`src/rtl/accel_ctrl_if.sv`:
```
// ============================================================================
// Module  : accel_ctrl_if
// Brief   : Start/finish handshake and single-port pixel memory bus of the
//           task3 image accelerator sequencer.
// Rev     : 1.0  initial release
// ============================================================================
`default_nettype none

interface accel_ctrl_if;
    logic        start;
    logic        finish;
    logic        en;
    logic        we;
    logic [15:0] addr;
    logic [31:0] dataW;
    logic [31:0] dataR;

    // master: the sequencer; slave: the memory / host side
    modport master (
        input  start,
        input  dataR,
        output finish,
        output en,
        output we,
        output addr,
        output dataW
    );

    modport slave (
        output start,
        output dataR,
        input  finish,
        input  en,
        input  we,
        input  addr,
        input  dataW
    );
endinterface

`default_nettype wire

```
`src/rtl/accel_ctrl.sv`:
```
// ============================================================================
// Module  : accel_ctrl
// Brief   : Streams IMG_WORDS words through a per-byte pixel transform,
//           read from 0..IMG_WORDS-1, written to OUT_BASE+i (2 cycles/word).
//           Optional macro ACCEL_THRESHOLD_EN selects binarisation instead
//           of pixel inversion.
// Rev     : 1.0  initial release
// ============================================================================
`default_nettype none

module accel_ctrl #(
    parameter int unsigned IMG_WORDS = 25344,
    parameter int unsigned OUT_BASE  = 25344,
    parameter int unsigned THRESHOLD = 128
) (
    input  wire logic     clk,
    input  wire logic     reset,
    accel_ctrl_if.master  bus
);

    localparam logic [15:0] C_LAST     = 16'(IMG_WORDS - 1);
    localparam logic [15:0] C_OUT_BASE = 16'(OUT_BASE);

    generate
        if ((IMG_WORDS == 0) || (IMG_WORDS + OUT_BASE > 65536)) begin : g_bad_addr_range
            $error("accel_ctrl: IMG_WORDS/OUT_BASE do not fit the 16-bit address space");
        end
        if (THRESHOLD > 255) begin : g_bad_threshold
            $error("accel_ctrl: THRESHOLD must fit in one byte");
        end
    endgenerate

    typedef enum logic [1:0] {
        S_IDLE  = 2'd0,
        S_READ  = 2'd1,
        S_WRITE = 2'd2,
        S_DONE  = 2'd3
    } state_t;

    state_t      state_q, state_d;
    logic [15:0] cnt_q, cnt_d;
    logic        en_q, en_d;
    logic        we_q, we_d;
    logic [15:0] addr_q, addr_d;
    logic        finish_q, finish_d;

`ifdef ACCEL_THRESHOLD_EN
    localparam logic [7:0] C_THRESHOLD = 8'(THRESHOLD);

    function automatic logic [7:0] pix_f(input logic [7:0] b);
        pix_f = (b >= C_THRESHOLD) ? 8'hFF : 8'h00;
    endfunction
`else
    function automatic logic [7:0] pix_f(input logic [7:0] b);
        pix_f = 8'hFF - b;
    endfunction
`endif

    always_comb begin
        state_d = state_q;
        cnt_d   = cnt_q;
        case (state_q)
            S_IDLE: begin
                if (bus.start) begin
                    state_d = S_READ;
                    cnt_d   = 16'd0;
                end
            end
            S_READ: state_d = S_WRITE;
            S_WRITE: begin
                if (cnt_q == C_LAST) begin
                    state_d = S_DONE;
                end else begin
                    state_d = S_READ;
                    cnt_d   = cnt_q + 16'd1;
                end
            end
            S_DONE: begin
                if (!bus.start) begin
                    state_d = S_IDLE;
                    cnt_d   = 16'd0;
                end
            end
            default: begin
                state_d = S_IDLE;
                cnt_d   = 16'd0;
            end
        endcase
    end

    // Outputs are decoded from the next state so they come straight from flops
    always_comb begin
        en_d     = (state_d == S_READ) || (state_d == S_WRITE);
        we_d     = (state_d == S_WRITE);
        finish_d = (state_d == S_DONE);
        case (state_d)
            S_READ:  addr_d = cnt_d;
            S_WRITE: addr_d = cnt_d + C_OUT_BASE;
            default: addr_d = 16'd0;
        endcase
    end

    always_ff @(posedge clk) begin
        if (reset) begin
            state_q  <= S_IDLE;
            cnt_q    <= 16'd0;
            en_q     <= 1'b0;
            we_q     <= 1'b0;
            addr_q   <= 16'd0;
            finish_q <= 1'b0;
        end else begin
            state_q  <= state_d;
            cnt_q    <= cnt_d;
            en_q     <= en_d;
            we_q     <= we_d;
            addr_q   <= addr_d;
            finish_q <= finish_d;
        end
    end

    // Read data arrives the cycle after READ, so the transform is combinational
    always_comb begin
        bus.dataW = 32'd0;
        if (state_q == S_WRITE) begin
            for (int j = 0; j < 4; j++) begin
                bus.dataW[8*j +: 8] = pix_f(bus.dataR[8*j +: 8]);
            end
        end
    end

    assign bus.en     = en_q;
    assign bus.we     = we_q;
    assign bus.addr   = addr_q;
    assign bus.finish = finish_q;

endmodule

`default_nettype wire

```
`src/flat_wrapper.sv`:
```
// flat-port wrapper written by rule: the top's interface ports become plain ports
module accel_ctrl_flat 
#(
    parameter int unsigned IMG_WORDS = 25344,
    parameter int unsigned OUT_BASE  = 25344,
    parameter int unsigned THRESHOLD = 128
)
  (clk, reset, bus_start, bus_dataR, bus_finish, bus_en, bus_we, bus_addr, bus_dataW);
  accel_ctrl_if bus_i ();
  input  wire logic clk;
  input  wire logic reset;
  input wire logic [$bits(bus_i.start)-1:0] bus_start;
  input wire logic [$bits(bus_i.dataR)-1:0] bus_dataR;
  output wire logic [$bits(bus_i.finish)-1:0] bus_finish;
  output wire logic [$bits(bus_i.en)-1:0] bus_en;
  output wire logic [$bits(bus_i.we)-1:0] bus_we;
  output wire logic [$bits(bus_i.addr)-1:0] bus_addr;
  output wire logic [$bits(bus_i.dataW)-1:0] bus_dataW;
  assign bus_i.start = bus_start;
  assign bus_i.dataR = bus_dataR;
  assign bus_finish = bus_i.finish;
  assign bus_en = bus_i.en;
  assign bus_we = bus_i.we;
  assign bus_addr = bus_i.addr;
  assign bus_dataW = bus_i.dataW;
  accel_ctrl #(.IMG_WORDS(IMG_WORDS), .OUT_BASE(OUT_BASE), .THRESHOLD(THRESHOLD)) u_core (.clk(clk), .reset(reset), .bus(bus_i));
endmodule
```
`config.mk`:
```
export PLATFORM = sky130hd
export DESIGN_NAME = accel_ctrl_flat
export DESIGN_NICKNAME = d
export VERILOG_FILES = /design/src/rtl/accel_ctrl_if.sv /design/src/rtl/accel_ctrl.sv /design/src/flat_wrapper.sv
export SDC_FILE = /design/constraint.sdc
export NUM_CORES = 1
export LEC_CHECK = 0
export ABC_AREA = 1
export CELL_PAD_IN_SITES_DETAIL_PLACEMENT = 0
export CELL_PAD_IN_SITES_GLOBAL_PLACEMENT = 1
export CORE_UTILIZATION = 28
export CTS_CLUSTER_SIZE = 10
export DETAILED_ROUTE_END_ITERATION = 16
export PLACE_DENSITY_LB_ADDON = 0.1
export SYNTH_ARGS = -nofsm -noshare
export SYNTH_HDL_FRONTEND = slang
export SYNTH_SLANG_ARGS = --single-unit
export TNS_END_PERCENT = 5
```
`constraint.sdc`:
```
create_clock -name clk -period 2.7 [get_ports clk]
set_clock_uncertainty 0.05 [all_clocks]
set_input_delay 0.54 -clock clk [delete_from_list [all_inputs] [get_ports clk]]
set_output_delay 0.54 -clock clk [all_outputs]
set_load 0.01 [all_outputs]
```
Word-level counts from Yosys, hierarchy flattened
Index checks and enable logic that the tools add are counted.
{"block": "word_totals", "regBits": 37, "input_bits": 35, "out_inout_bits": 51, "word_cells": 31}
{"block": "classes", "addsub": 6, "eq_ne": 7, "n_mux": 10, "reduce_logical": 2}
{"op": "2-to-1 mux 16 bit", "n": 3}
{"op": "one-hot mux 16 bit (3 select lines)", "n": 1}
{"op": "2-to-1 mux 32 bit", "n": 1}
{"op": "one-hot mux 16 bit (2 select lines)", "n": 1}
{"op": "subtractor 8 bit (first input constant)", "n": 4}
{"op": "adder 16 x 1 -> 16 bit (second input constant)", "n": 1}
{"op": "adder 16 x 15 -> 16 bit (second input constant)", "n": 1}
{"op": "== test 16 x 15 -> 1 bit (second input constant)", "n": 1}
{"op": "== test 2 bit (second input constant)", "n": 4}
{"op": "one-hot mux 2 bit (4 select lines)", "n": 1}
{"op": "2-to-1 mux 2 bit", "n": 3}
{"op": "== test 2 x 1 -> 1 bit (second input constant)", "n": 2}
{"op": "logical NOT 2 bit", "n": 1}
{"op": "logical OR 1 bit", "n": 1}

Longest topological paths before layout
{"block": "depth", "ltp_word": 5, "mapped_depth": 16, "depth_no_buf": 16}

Worst setup path before layout
OpenSTA, ideal clock, no wires.
{"block": "synth_timing", "kind": "flip-flop to flip-flop", "start": "register u_core.cnt_q[0]", "end": "register u_core.addr_q[14] (netlist: u_core.bus.addr[14])", "setup_time_ns": 0.113, "arrival_ns": 1.787, "required_ns": 2.537, "slack_ns": 0.750, "stages_incl_launch_ff": 15, "n_path_buf": 0, "synth_period_minus_slack_ns": 1.950, "path_cell_list": "dfxtp_1 > ha_1 > nand3_1 > nor2_1 > nand2_1 > nand3_1 > nand2_1 > nand2_1 > ha_1 > nor2_1 > nand2_1 > nand2_1 > nand2_1 > nand3_1 > nand2_1"}
{"block": "synth_between", "elab_chain_cells": 5, "elab_cells_between_ends": 12, "classes_between": "2 x add/sub; 3 x eq/ne; 7 x mux"}
{"element": "start, declared", "line_no": "accel_ctrl.sv:41", "source": "logic [15:0] cnt_q, cnt_d;"}
{"element": "start signal, assigned", "line_no": "accel_ctrl.sv:113", "source": "cnt_q <= cnt_d;"}
{"element": "adder 16 x 1 -> 16 bit or == test 16 x 15 -> 1 bit (tied branches)", "line_no": "accel_ctrl.sv:75, accel_ctrl.sv:71"}
{"element": "2-to-1 mux 16 bit or 2-to-1 mux 2 bit (tied branches)", "line_no": "accel_ctrl.sv:71", "source": "if (cnt_q == C_LAST) begin"}
{"element": "one-hot mux 16 bit (3 select lines) or one-hot mux 2 bit (4 select lines) (tied branches)", "line_no": "accel_ctrl.sv:62", "source": "case (state_q)"}
{"element": "adder 16 x 15 -> 16 bit (tied with other cells)", "line_no": "accel_ctrl.sv:98", "source": "S_WRITE: addr_d = cnt_d + C_OUT_BASE;"}
{"element": "one-hot mux 16 bit (2 select lines) *", "line_no": "accel_ctrl.sv:96", "source": "case (state_d)"}
{"element": "end signal, assigned", "line_no": "accel_ctrl.sv:116", "source": "addr_q <= addr_d;"}
{"element": "end, declared", "line_no": "accel_ctrl.sv:44", "source": "logic [15:0] addr_q, addr_d;"}
Every way passes the cells marked *; elsewhere a longest branch is shown, timed or not.
A chain may end at the register's enable or synchronous reset.

Worst setup path after layout
{"block": "layout_timing", "start": "register u_core.state_q[0]", "end": "output port bus_dataW[4]"}
{"block": "layout_between", "elab_chain_cells": 2}
{"element": "start, declared", "line_no": "accel_ctrl.sv:40", "source": "state_t state_q, state_d;"}
{"element": "start signal, assigned", "line_no": "accel_ctrl.sv:112", "source": "state_q <= state_d;"}
{"element": "== test 2 bit", "line_no": "accel_ctrl.sv:124", "source": "if (state_q == S_WRITE) begin"}
{"element": "2-to-1 mux 32 bit", "line_no": "accel_ctrl.sv:124"}
{"element": "end, declared", "line_no": "flat_wrapper.sv:18", "source": "output wire logic [$bits(bus_i.dataW)-1:0] bus_dataW;"}
Every way passes these cells.

==> reports/metrics.yaml <==
power_and_ir_drop:
  irDropWorstVdd_uv: 270
  total_power_mw: 1.26
  p_per_area_mw_per_mm2: 400
  power_leakage_nw: 1.35
cts:
  holdBufCountCts: 0
  cts_inserted_buffers: 5
  root_buffer: "clkbuf_8"
  cts_buffer_depth: 2
  clkSlewWorstSetupHoldPaths_ns: 0.07
  cts_setup_buffers: 0
  htree_num_levels: 2
  cts_tree: "built"
  cts-resized-gates: 0
  clock_latency_ns: 0.29
  cts_sinks: 37
floorplanning:
  die_area_mm2: 0.00772
  core-area_mm2: 0.00694
  die_width_um: 87.9
  ios: 86
  die_y_um: 87.9
  initial_core_util_pct: 29.7
  num_rows: 30
yosys:
  synthMuxAreaShare_pct: 0
  synth-seq-cells: 37
  syn_area_per_cell_um2: 6.39
  yosysWarnings: 0
  synth_adder_area_share_pct: 1.21
  synth_compound_area_share_pct: 10.5
  ys_seq_area_share_pct: 35.9
  synth_fp_nets: 360
  synth_top_area_cell: "dfxtp_1"
  ys.flop_type: "dfxtp_1"
  synthSimpleGateAreaFrac_pct: 42.5
  synth_area_mm2: 0.00206
  ys_types: 31
  async_flop_share_pct: 0
  synthCells: 323
  synth_xor_area_share_pct: 0.424
  synth_edf_count: 0
  synth_area_leaders: "dfxtp_1, nor2_1, nand2_1, inv_1, nand3_1"
  yosysTopAreaCellShare_pct: 35.9
  synth_top_family_by_area: "simple AND/OR/NAND/NOR gates"
setup_path:
  worstRegToRegCells: 15
  r2r_end: "u_core.bus.addr[14]$_SDFF_PP0_"
  cpLargestDelayFamily: "buffers and inverters"
  worstSetupPathType: "reg -> out"
  path_cells: "nor2_4, inv_2, nor2_1, clkdlybuf4s50_1"
  crit_arrival_ns: 1.86
  cpMaxStageDelayCell: "clkdlybuf4s50_1"
  start_kind: "register"
  max_stage_delay_ns: 0.51
  regToRegSetupSlack_ns: 0.37
  cp_num_buf_inv: 2
  end_kind: "output pin"
  cp_max_fo: 36
  cp.required_ns: 2.11
  r2r_start: "u_core.cnt_q[1]$_SDFF_PP0_"
  setup.worst_path.start: "u_core.state_q[0]$_SDFF_PP0_"
sta:
  hold_viol: 0
  setup-tns-final_ns: 0
  max_slew_margin_pct: 60.5
  tightest_slew_ns: 0.592
  finalCritPeriodShare_pct: 90.9
  setup_slack_ns: 0.246
  timing.fmax_mhz: 408
  slew_violations: 0
  rsz0062_at_grt: "no"
  fin_crit_ns: 2.45
  setup_viol: 0
min_path:
  min_path_cells: 2
  hold-path-endpoint: "u_core.cnt_q[5]$_SDFF_PP0_"
  hold_start: "u_core.cnt_q[5]$_SDFF_PP0_"
  hold_path.class: "reg -> reg"
routing:
  routedWlPerCell_um: 12.1
  drt_iter0_markers: 118
  viasPerCell: 4.51
  wl_um: 6140
  antenna_left: 0
  dr.pass1.iters: 4
  vias: 2297
  drcViolationCount: 0
placement:
  hpwl_um: 4790
  place_ws_ns: 0.190
  io_buffers: 85
  place_congestion: 0.816
layout:
  nNetsFinal: 449
  fill_cells: 741
  num_antenna_cells: 0
  drive_gt1_share_pct: 9.69
  area_growth_pct: 52.6
  final_util_pct: 45.4
grt:
  grt_usage_pct: 16.1
  antenna_found_initial: 0
  grt_max_degree: 37
  grt_pass1_wl_um: 9410
  grt_pass1_vias: 2016
  gr-total-overflow: 0
job:
  cap_violations: 0
run_status:
  status: "finished clean"
-- cells in the mapped netlist (4+ instances only) --
master,number
a21oi_1,13
dfxtp_1,37
inv_1,39
inv_2,7
nand2_1,70
nand2_2,8
nand3_1,18
nand4_1,6
nor2_1,76
nor2_4,4
o21ai_0,9
o21ai_1,4
-- worst max-delay path by stage --
stage	to	slack [ns]	cells after the start
2_1_floorplan	u_core.bus.addr[14]$_SDFF_PP0_	0.75	14
3_3_place_gp	u_core.bus.addr[14]$_SDFF_PP0_	0.24	13
4_1_cts	bus_dataW[4]	0.21	4
6_report	bus_dataW[4]	0.25	4
5_1_grt	bus_dataW[31]	0.11	4
3_5_place_dp	u_core.bus.addr[14]$_SDFF_PP0_	0.19	13
-- where the power goes --
part / internal (mW) / total, mW / switching [mW]
Clock: 0.301 / 0.496 / 0.195
Sequential: 0.557 / 0.565 / 0.00780
Combinational: 0.101 / 0.198 / 0.0969
Total: 0.959 / 1.26 / 0.300
-- worst min-delay path: cells and delay by family (launching register included) --
kind / cells / cell delay (ns)
compound gates: 1 / 0.11
flops: 1 / 0.38
simple gates: 1 / 0.09
-- area by class of cell --
type | instances | area (µm²) | share of cell area, %
clock buffer | 7 | 86.3 | 2.74
clock inverter | 1 | 30.0 | 0.953
inverter | 46 | 173 | 5.48
multi-input combinational | 234 | 1130 | 35.8
sequential | 37 | 741 | 23.5
tap | 96 | 120 | 3.81
timing repair buffer | 88 | 873 | 27.7
-- cell usage in the layout, fill, tap and decap left out, types with 2 or more instances in the layout --
master / instances
nand2_1: 70
nand3_2: 3
clkbuf_8: 6
inv_2: 7
dfxtp_1: 37
nand3_1: 18
clkdlybuf4s50_1: 85
o21ai_1: 4
o21ai_0: 9
o21bai_2: 2
ha_1: 2
nor2_2: 3
nand4_1: 6
nand2_4: 2
o21bai_1: 2
buf_4: 3
inv_1: 39
nor2_1: 76
nor2_4: 4
nand2_2: 8
o22ai_1: 3
a21oi_1: 13
-- per-stage QoR --
stage	instances	area, µm²	hold slack, ns
4_1_cts	509	3150	0.561
3_5_place_dp	501	3030	0.541
2_1_floorplan	323	2060	0.485
3_3_place_gp	501	3030	0.548
5_1_grt	509	3150	0.592
6_report	509	3150	0.566
-- sequential cells by signal, indices dropped and copies added, names as in the netlist --
signal,count
u_core.bus.en,1
u_core.bus.we,1
u_core.cnt_q,16
u_core.state_q,2
u_core.bus.finish,1
u_core.bus.addr,16
-- cell families after synthesis --
group	count (synthesis)
simple gates	194
buf+inv	52
compound gates	37
flops	37
fa+ha+maj	2
xor+xnor	1
-- per-layer routing --
layer  wire [µm]  share of wire (%)  GRT usage (%)
met1        2830                 46           20.2
met2        2700                 44           26.7
met3         530                8.6           3.68
met4          80                1.3           6.41
met5           0                  0              0
(Power assumes the default switching activity.)
